<file path="src/rtl/vlc_phase_tracker_pkg.sv">
// Shared definitions for the VLC slice phase tracker: phase-state encoding,
// AC codewords per block and the block_num range check.
package vlc_phase_tracker_pkg;

  typedef enum logic [2:0] {
    PH_IDLE    = 3'd0,
    PH_DC      = 3'd1,
    PH_WAIT_AC = 3'd2,
    PH_AC      = 3'd3,
    PH_DONE    = 3'd4
  } phase_e;

  // AC coefficients per 8x8 block (DC coefficient excluded).
  localparam int AC_PER_BLOCK = 63;

  // A slice must carry at least one block and no more than max_blocks.
  function automatic logic block_num_ok(input logic [31:0] n, input int max_blocks);
    return (n != 32'd0) && (n <= 32'(max_blocks));
  endfunction

endpackage

</file>
<file path="src/rtl/strobe_edge_det.sv">
// Falling-edge detector for an idle-high sequencer strobe. The history
// register resets to 1 so a strobe already low out of reset reads as an edge.
module strobe_edge_det (
  input  logic clock,
  input  logic reset,
  input  logic strobe,
  output logic fall_edge
);

  logic prev_q;

  // Remember last cycle's strobe level.
  always_ff @(posedge clock or posedge reset) begin
    if (reset) begin
      prev_q <= 1'b1;
    end else begin
      prev_q <= strobe;
    end
  end

  assign fall_edge = prev_q & ~strobe;

endmodule

</file>
<file path="src/rtl/vlc_phase_tracker.sv">
// Slice DC/AC phase tracker. Turns the sequencer's dc/ac strobes into phase
// transitions, counts VLC codewords per phase, accumulates their bit lengths
// and reports slice completion or protocol violations to the packer.
module vlc_phase_tracker
  import vlc_phase_tracker_pkg::*;
#(
  parameter int MAX_BLOCKS = 8,
  parameter int LEN_W      = 5,
  parameter int BITS_W     = 32
) (
  input  logic              clock,
  input  logic              reset,
  input  logic [31:0]       block_num,
  input  logic              dc_vlc_reset,
  input  logic              ac_vlc_reset,
  input  logic              vlc_valid,
  input  logic [LEN_W-1:0]  vlc_len,
  output logic              dc_phase,
  output logic              ac_phase,
  output logic [31:0]       block_index,
  output logic [5:0]        coef_index,
  output logic [BITS_W-1:0] slice_bits,
  output logic              slice_done,
  output logic              proto_error
);

  // Internal counters only need to span the legal slice size.
  localparam int BLK_W = $clog2(MAX_BLOCKS + 1);
  localparam int CNT_W = $clog2(AC_PER_BLOCK * MAX_BLOCKS + 1);

  // ---------------------------------------------------------------------
  // Strobe edge detection: index 0 = DC strobe, index 1 = AC strobe
  // ---------------------------------------------------------------------
  logic [1:0] strobes;
  logic [1:0] edges;
  logic       dc_edge;
  logic       ac_edge;

  assign strobes = {ac_vlc_reset, dc_vlc_reset};

  generate
    for (genvar gi = 0; gi < 2; gi++) begin : g_edge
      strobe_edge_det u_edge (
        .clock     (clock),
        .reset     (reset),
        .strobe    (strobes[gi]),
        .fall_edge (edges[gi])
      );
    end
  endgenerate

  assign dc_edge = edges[0];
  assign ac_edge = edges[1];

  // ---------------------------------------------------------------------
  // State
  // ---------------------------------------------------------------------
  phase_e             state_q, state_d;
  logic [BLK_W-1:0]   bn_q, bn_d;        // block count latched on DC edge
  logic [BLK_W-1:0]   blk_q, blk_d;      // block index within current phase
  logic [5:0]         coef_q, coef_d;    // AC coefficient index 1..63
  logic [CNT_W-1:0]   cnt_q, cnt_d;      // AC codewords accepted this slice
  logic [BITS_W-1:0]  bits_q, bits_d;
  logic               err_q, err_d;

  logic               bn_ok;
  logic [CNT_W-1:0]   ac_target;
  logic [BITS_W:0]    bits_sum;
  logic [BITS_W-1:0]  bits_sat;
  logic               err_set;
  logic               start_slice;

  assign bn_ok     = block_num_ok(block_num, MAX_BLOCKS);
  assign ac_target = CNT_W'(bn_q) * CNT_W'(AC_PER_BLOCK);

  // One extra carry bit tells us the accumulator would overflow; clamp then.
  assign bits_sum = {1'b0, bits_q} + {{(BITS_W + 1 - LEN_W){1'b0}}, vlc_len};
  assign bits_sat = bits_sum[BITS_W] ? {BITS_W{1'b1}} : bits_sum[BITS_W-1:0];

  // Next-state logic: a DC edge outranks everything else in the cycle; errors
  // raised in the cycle are applied after any clear so they always stick.
  always_comb begin
    state_d     = state_q;
    bn_d        = bn_q;
    blk_d       = blk_q;
    coef_d      = coef_q;
    cnt_d       = cnt_q;
    bits_d      = bits_q;
    err_d       = err_q;
    err_set     = 1'b0;
    start_slice = 1'b0;

    if (dc_edge) begin
      if (state_q == PH_IDLE || state_q == PH_DONE) begin
        // A simultaneous AC edge or a stray codeword is still a violation.
        if (ac_edge || vlc_valid) err_set = 1'b1;
        if (bn_ok) begin
          err_d       = 1'b0;
          start_slice = 1'b1;
        end else begin
          err_set = 1'b1;
          state_d = PH_IDLE;
        end
      end else begin
        // DC edge mid-slice: flag it and restart with a fresh latch.
        err_set = 1'b1;
        if (bn_ok) start_slice = 1'b1;
        else       state_d     = PH_IDLE;
      end

      if (start_slice) begin
        state_d = PH_DC;
        bn_d    = block_num[BLK_W-1:0];
        blk_d   = '0;
        coef_d  = '0;
        cnt_d   = '0;
        bits_d  = '0;
      end
    end else begin
      case (state_q)
        PH_IDLE: begin
          if (ac_edge || vlc_valid) err_set = 1'b1;
        end

        PH_DC: begin
          if (ac_edge) err_set = 1'b1;
          if (vlc_valid) begin
            bits_d = bits_sat;
            if (blk_q == bn_q - 1'b1) begin
              state_d = PH_WAIT_AC;
              blk_d   = '0;
            end else begin
              blk_d = blk_q + 1'b1;
            end
          end
        end

        PH_WAIT_AC: begin
          if (vlc_valid) err_set = 1'b1;
          if (ac_edge) begin
            state_d = PH_AC;
            blk_d   = '0;
            coef_d  = 6'd1;
            cnt_d   = '0;
          end
        end

        PH_AC: begin
          // Codeword is accounted before the closing edge is judged.
          if (vlc_valid) begin
            if (cnt_q != ac_target) begin
              bits_d = bits_sat;
              cnt_d  = cnt_q + 1'b1;
              // Indices freeze on the final codeword instead of wrapping past the slice.
              if ((cnt_q + 1'b1) != ac_target) begin
                if (coef_q == 6'(AC_PER_BLOCK)) begin
                  coef_d = 6'd1;
                  blk_d  = blk_q + 1'b1;
                end else begin
                  coef_d = coef_q + 1'b1;
                end
              end
            end else begin
              err_set = 1'b1;
            end
          end
          if (ac_edge) begin
            if (cnt_d == ac_target) begin
              state_d = PH_DONE;
            end else begin
              err_set = 1'b1;
              state_d = PH_IDLE;
            end
          end
        end

        PH_DONE: begin
          if (ac_edge || vlc_valid) err_set = 1'b1;
          state_d = PH_IDLE;
        end

        default: begin
          state_d = PH_IDLE;
        end
      endcase
    end

    if (err_set) err_d = 1'b1;
  end

  // State and counter registers.
  always_ff @(posedge clock or posedge reset) begin
    if (reset) begin
      state_q <= PH_IDLE;
      bn_q    <= '0;
      blk_q   <= '0;
      coef_q  <= '0;
      cnt_q   <= '0;
      bits_q  <= '0;
      err_q   <= 1'b0;
    end else begin
      state_q <= state_d;
      bn_q    <= bn_d;
      blk_q   <= blk_d;
      coef_q  <= coef_d;
      cnt_q   <= cnt_d;
      bits_q  <= bits_d;
      err_q   <= err_d;
    end
  end

  // ---------------------------------------------------------------------
  // Outputs: indices only mean something while a counting phase is active.
  // ---------------------------------------------------------------------
  assign dc_phase    = (state_q == PH_DC);
  assign ac_phase    = (state_q == PH_AC);
  assign slice_done  = (state_q == PH_DONE);
  assign block_index = (dc_phase || ac_phase) ? {{(32 - BLK_W){1'b0}}, blk_q} : 32'd0;
  assign coef_index  = ac_phase ? coef_q : 6'd0;
  assign slice_bits  = bits_q;
  assign proto_error = err_q;

endmodule
</file>
<file path="config.mk">
export PLATFORM = sky130hd
export DESIGN_NAME = vlc_phase_tracker
export DESIGN_NICKNAME = d
export VERILOG_FILES = /design/src/rtl/vlc_phase_tracker_pkg.sv /design/src/rtl/strobe_edge_det.sv /design/src/rtl/vlc_phase_tracker.sv
export SDC_FILE = /design/constraint.sdc
export NUM_CORES = 1
export LEC_CHECK = 0
export CORE_MARGIN = 2
export CORE_UTILIZATION = 42
export CTS_CLUSTER_SIZE = 30
export DETAILED_ROUTE_END_ITERATION = 8
export GPL_ROUTABILITY_DRIVEN = 1
export PLACE_DENSITY = 0.72
export RECOVER_POWER = 50
export SYNTH_ARGS = -nofsm -noshare
export SYNTH_HDL_FRONTEND = slang
export SYNTH_HIERARCHICAL = 1
export SYNTH_SLANG_ARGS = --single-unit
</file>
<file path="constraint.sdc">
create_clock -name clock -period 4.25 [get_ports clock]
set_input_delay 0.425 -clock clock [delete_from_list [all_inputs] [get_ports clock]]
set_output_delay 0.425 -clock clock [all_outputs]
set_load 0.02 [all_outputs]
</file>
# ---- Word-level counts from Yosys, hierarchy flattened
# Index checks and enable logic that the tools add are counted.
dict set report classes {
  mux 61
  reduce_logical 20
  n_eq_ne 20
  multipliers 1
  magnitude_cmp 1
  n_bitwise 4
  n_addsub 5
}
# cell n
set ops {}
lappend ops {{$mux 32} 6}
lappend ops {{$pmux 32 s2} 1}
lappend ops {{$mux 9} 7}
lappend ops {{$mux 6} 8}
lappend ops {{$mux 4} 10}
lappend ops {{$add 32x5->33} 1}
lappend ops {{$le 32x4->1 const B} 1}
lappend ops {{$reduce_bool 32->1} 1}
lappend ops {{$mux 3} 8}
lappend ops {{$ne 9x9->1} 2}
lappend ops {{$pmux 9 s2} 1}
lappend ops {{$mux 1} 16}
lappend ops {{$ne 3x1->1 const B} 5}
lappend ops {{$pmux 3 s4} 1}
lappend ops {{$pmux 4 s3} 1}
lappend ops {{$pmux 6 s2} 1}
lappend ops {{$reduce_and 6->1} 2}
lappend ops {{$add 9x1->9 const B} 1}
lappend ops {{$eq 9x9->1} 1}
lappend ops {{$mul 4x6->9 const B} 1}
lappend ops {{$ne 3x2->1 const B} 3}
lappend ops {{$reduce_and 8->1} 1}
lappend ops {{$add 6x1->6 const B} 1}
lappend ops {{$eq 3x2->1 const B} 2}
lappend ops {{22 further kinds} 30}
dict set report word_totals {
  regBits 61
  wordCells 121
  inputBits 42
  output_inout_bits 74
}

# ---- Longest topological paths before layout
dict set report logic_depth {
  word_depth 13
  mapped_depth 17
  depth_no_buf 15
}

# ---- Hierarchy
# Netlist, hierarchy kept.
# module cells_per_inst instances area_each_um2 seq_area_each_um2
set modules_own_cells {}
lappend modules_own_cells {vlc_phase_tracker 580 1 4938.5 1476.4}
lappend modules_own_cells {strobe_edge_det 3 2 43.8 26.3}

# ---- Least setup slack after synthesis
# No wires, ideal clock.
dict set report synth_timing {
  kind {register to register}
  start {reg bn_q[1]}
  end {reg err_q, in the netlist proto_error}
  t_required_ns 4.126
  path_slack_ns 0.055
  stages_incl_launch_ff 16
  n_path_buf 1
  period_less_slack_ns 4.195
  t_arrival_ns 4.071
  setup_ns 0.124
  path_cell_list {dfrtp_1 > inv_1 > fa_1 > buf_4 > xor2_1 > ha_1 > ha_1 > mux2_1 > o221ai_1 > nand3b_2 > or4_1 > nand3_2 > a21o_1 > mux2i_1 > xnor2_1 > o31a_1}
}
dict set report synth_between {
  elab_chain_len 13
  elab_cells_between_ends 18
  cone_classes {1 x mul; 2 x eq/ne; 11 x mux; 4 x reduce/logical}
}
# element line_no
set synth_lines {}
lappend synth_lines {{start, declared} vlc_phase_tracker.sv:59} ;# logic [BLK_W-1:0] bn_q, bn_d;
lappend synth_lines {{start signal, assigned} vlc_phase_tracker.sv:203} ;# bn_q <= bn_d;
lappend synth_lines {{$mul 4x6->9 *} vlc_phase_tracker.sv:74} ;# assign ac_target = CNT_W'(bn_q) * CNT_W'(AC_PER_BLOCK);
lappend synth_lines {{$ne 9x9->1} vlc_phase_tracker.sv:151} ;# if (cnt_q != ac_target) begin
lappend synth_lines {{$mux 9} vlc_phase_tracker.sv:151}
lappend synth_lines {{$mux 9} vlc_phase_tracker.sv:150} ;# if (vlc_valid) begin
lappend synth_lines {{$mux 9} vlc_phase_tracker.sv:120} ;# case (state_q)
lappend synth_lines {{$mux 9} vlc_phase_tracker.sv:93} ;# if (dc_edge) begin
lappend synth_lines {{$eq 9x9->1} vlc_phase_tracker.sv:168} ;# if (cnt_d == ac_target) begin
lappend synth_lines {{$mux 1} vlc_phase_tracker.sv:168}
lappend synth_lines {{$mux 1 *} vlc_phase_tracker.sv:167} ;# if (ac_edge) begin
lappend synth_lines {{$pmux 1 s4 *} vlc_phase_tracker.sv:120}
lappend synth_lines {{$mux 1 *} vlc_phase_tracker.sv:93}
lappend synth_lines {{$reduce_bool 2->1 (no line)} --}
lappend synth_lines {{$reduce_and 3->1 (no line)} --}
lappend synth_lines {{end signal, assigned} vlc_phase_tracker.sv:208} ;# err_q <= err_d;
lappend synth_lines {{end, declared} vlc_phase_tracker.sv:64} ;# logic err_q, err_d;
# Mark *: on every way between the ends. The rest lies on a longest branch, timed or not. The select of a mux whose other input is x is not followed.
# A chain may end at the register's enable or synchronous reset.

# ---- Worst setup path in the final report
dict set report layout_timing {
  start {reg bn_q[2]}
  end {reg err_q, in the netlist proto_error}
}
# The elaborated chain is that of the path after synthesis.

==> impl_results.md <==
* Asr flop ratio synth at 100.0%
* WL met2 at 6.109 mm
* Pin slew with the least headroom to its limit at 1.750 ns
* WL met1 at 6.169 mm
* Top Ports at 116
* RSZ-0062 raised after global routing: yes
* Main synth FF type: dfrtp_1
* Crit path launch: bn_q[2]
* Fin nets at 748
* Setup crit start kind: flop
* Max-slew headroom at -16.79%
* Root Driver: clkbuf_16
* Initial Utilization at 43.46%
* H-tree depth at 3
* Lkg Pwr at 0.002723 uW
* Die height at 113.4 um
* Detailed placer's ending HPWL at 9.710 mm
* Detailed Route Iter0 Violations at 292
* Synth cell types at 85
* Die Wd at 113.4 um
* Num CTS Buffers at 9
* Setup Viol. Count Final at 0
* Fmax at 0.2390 GHz
* Synth warn at 6
* TritonRoute pass-1 iters at 5
* RR Startpoint: bn_q[2]
* Port bufs at 87
* Share of cells above drive strength 1 at 10.95%
* Top Layer Used: met4
* Worst hold start: slice_bits[14]
* Die area at 12860 um^2
* Met3 Wirelength at 962 um
* Period minus WS final at 4.183 ns
* Final Core Density at 55.36%
* Yosys reg bits at 61
* Total chip power at 2554 uW
* Initial antenna violation count at 0
* Vias in the first global route at 4478
* Via count at 4786
* Gp weighted congestion at 0.8749
* Clk sinks at 61
* Worst skew pair latency at 0.33 ns
* Row count at 39
* Tcrit/Tclk final at 98.43%
* Critical path endpoint category: flop
* Gate Count Post-Synth at 586
* Power Dens Cells at 399.0 nW/um^2
* Max-slew violation count at 45
* GRT overflow at 0
* Hold Path Class: flop to flop
* Area delta synth->final at 27.38%
* Gr usage total at 20.68%
* Crit path kind: flop to flop
* CP required at 4.46 ns
* VDD IR max at 0.2324 mV
* Outcome: finished with violations
* Crit path max fanout at 5
* Crit path DAT at 4.39 ns
* Cell Area, Synth at 5026 um^2
* Largest net degree at the start of global routing at 45
* Drt total wl at 13.42 mm
* Antenna-violating nets left at 0
* Via density at 5.780
* Number of flops mapped to enable cells by yosys at 0
* CTS tree: yes
* Core area at 11560 um^2
* Clock transition at path regs at 0.06 ns
* Max Cap Viol at 1
* Ant. Diodes at 0
* Avg Cell Area, Syn at 8.577 um^2
* Setup Skew at 0.007457 ns
* Drt drc at 0
* First-pass GRT wire length at 21.67 mm
* Seq/Total Area, Yosys at 30.42%
* Worst-case clock buffer depth at 2
* Violated checks: max-capacitance violations, max-slew violations
* Fin. Hold Viols at 0
* Routed len/inst at 16.20 um
[what timing repair did]
item / 4_1_cts / 5_1_grt
hold endpoints to repair: 0 / 0
gates resized for setup: 2 / 9
hold buffers: 0 / 0
pin swaps: 0 / 6
buffers inserted: 0 / 4
setup endpoints to repair: 4 / 48
[cells by family (layout without fill, tap and decap cells)]
| group | Yosys count | after routing | share of synthesized area, % |
|---|---|---|---|
| fa+ha+maj | 26 | 26 | 7.070 |
| compound gates | 175 | 175 | 23.38 |
| xor+xnor | 37 | 37 | 6.871 |
| simple gates | 196 | 196 | 21.58 |
| buf+inv | 83 | 155 | 8.986 |
| flops | 61 | 61 | 30.42 |
| mux | 7 | 7 | 1.618 |
| other cells | 1 | 28 | 0.07461 |
[critical path, cell delays in order, from the launching register on]
cell and delay [ns]:
dfrtp_1 0.38, inv_1 0.09, fa_2 0.66, xnor2_1 0.15
ha_1 0.29, fa_2 0.40, mux2_1 0.29, o221ai_1 0.11
nand3b_2 0.18, or4_4 0.56, nand3_2 0.12, a21o_1 0.17
mux2i_1 0.24, xnor2_1 0.12, o31a_1 0.31
[synthesized netlist by cell type (11+ instances only)]
library cell	number	area, um^2
a21oi_1	47	235.2
a31oi_1	25	156.4
and2_1	13	81.33
and3_1	12	75.07
buf_4	34	255.2
clkbuf_1	15	56.30
dfrtp_1	59	1476
ha_1	22	275.3
inv_1	26	97.59
nand2_1	31	116.4
nand3_1	33	165.2
nor2_1	35	131.4
nor3_1	17	85.08
nor4_1	11	68.82
o21ai_0	26	130.1
o22a_1	18	157.7
xnor2_1	20	175.2
xor2_1	15	131.4
[placed cells by master, fill, tap and decap left out, types with 6 or more instances in the layout]
cell             synthesis  final
nor2b_1                  6      6
clkbuf_16                0      9
buf_4                   34     23
nor4_1                  11     10
nor2_1                  35     35
clkdlybuf4s50_1          0     65
dfrtp_1                 59     59
nand3_1                 33     33
xor2_1                  15     14
o22a_1                  18     18
a21oi_1                 47     46
and3_1                  12     12
o31ai_1                  6      6
nand2b_1                 6      6
and2_1                  13     13
ha_1                    22     20
a41oi_1                  6      6
nand2_1                 31     31
o21ai_0                 26     26
nor3_1                  17     17
conb_1                   1     28
inv_1                   26     25
xnor2_1                 20     20
a31oi_1                 25     25
dlygate4sd3_1            0     22
[flip-flops by register name, indices dropped and copies added, names as in the netlist]
register,flops
g_edge.u_edge/prev_q,2
cnt_q,9
coef_q,6
state_q,3
slice_bits,32
bn_q,4
blk_q,4
proto_error,1
[per-stage QoR]
stage	setup slack, ns	cells	setup TNS, ns	hold slack (ns)	area (um^2)
6_report	0.06652	828	0	0.5026	6402
5_1_grt	-0.09901	828	-0.3144	0.5294	6402
4_1_cts	0.002179	824	0	0.4752	6327
3_5_place_dp	0.01197	808	0	0.4995	5981
3_3_place_gp	0.1257	808	0	0.4861	5981
2_1_floorplan	0.05529	613	0	0.3147	5127
[layer usage]
layer	global-route usage, %	vias to the layer above
li1	-	2296
met1	28.73	2262
met2	33.25	211
met3	3.719	17
met4	5.935	0
met5	0	-
[where the power goes]
part           switching (uW)  internal (uW)
Sequential                126            667
Clock                     264            588
Combinational             516            394
Total                     906           1650
[worst paths after layout]
kind,endpoint,slack [ns],cells past startpoint
max,proto_error,0.07,14
min,slice_bits[14],0.50,1
max reg2reg,proto_error,0.07,14
min reg2reg,slice_bits[14],0.50,1
max in group asynchronous,cnt_q[4],1.51,3
min in group asynchronous,g_edge[1].u_edge/prev_q,0.58,2
[final cells by class]
type                    count  area [um^2]
clock buffers              12        246.5
fillers                  1061         5162
clock inverters             4        95.09
well taps                 143        178.9
flip-flops and latches     61         1529
inverters                  28        105.1
repair buffers            111         1047
multi-input cells         469         3201
Note: power is estimated with default switching activity, not from simulation.
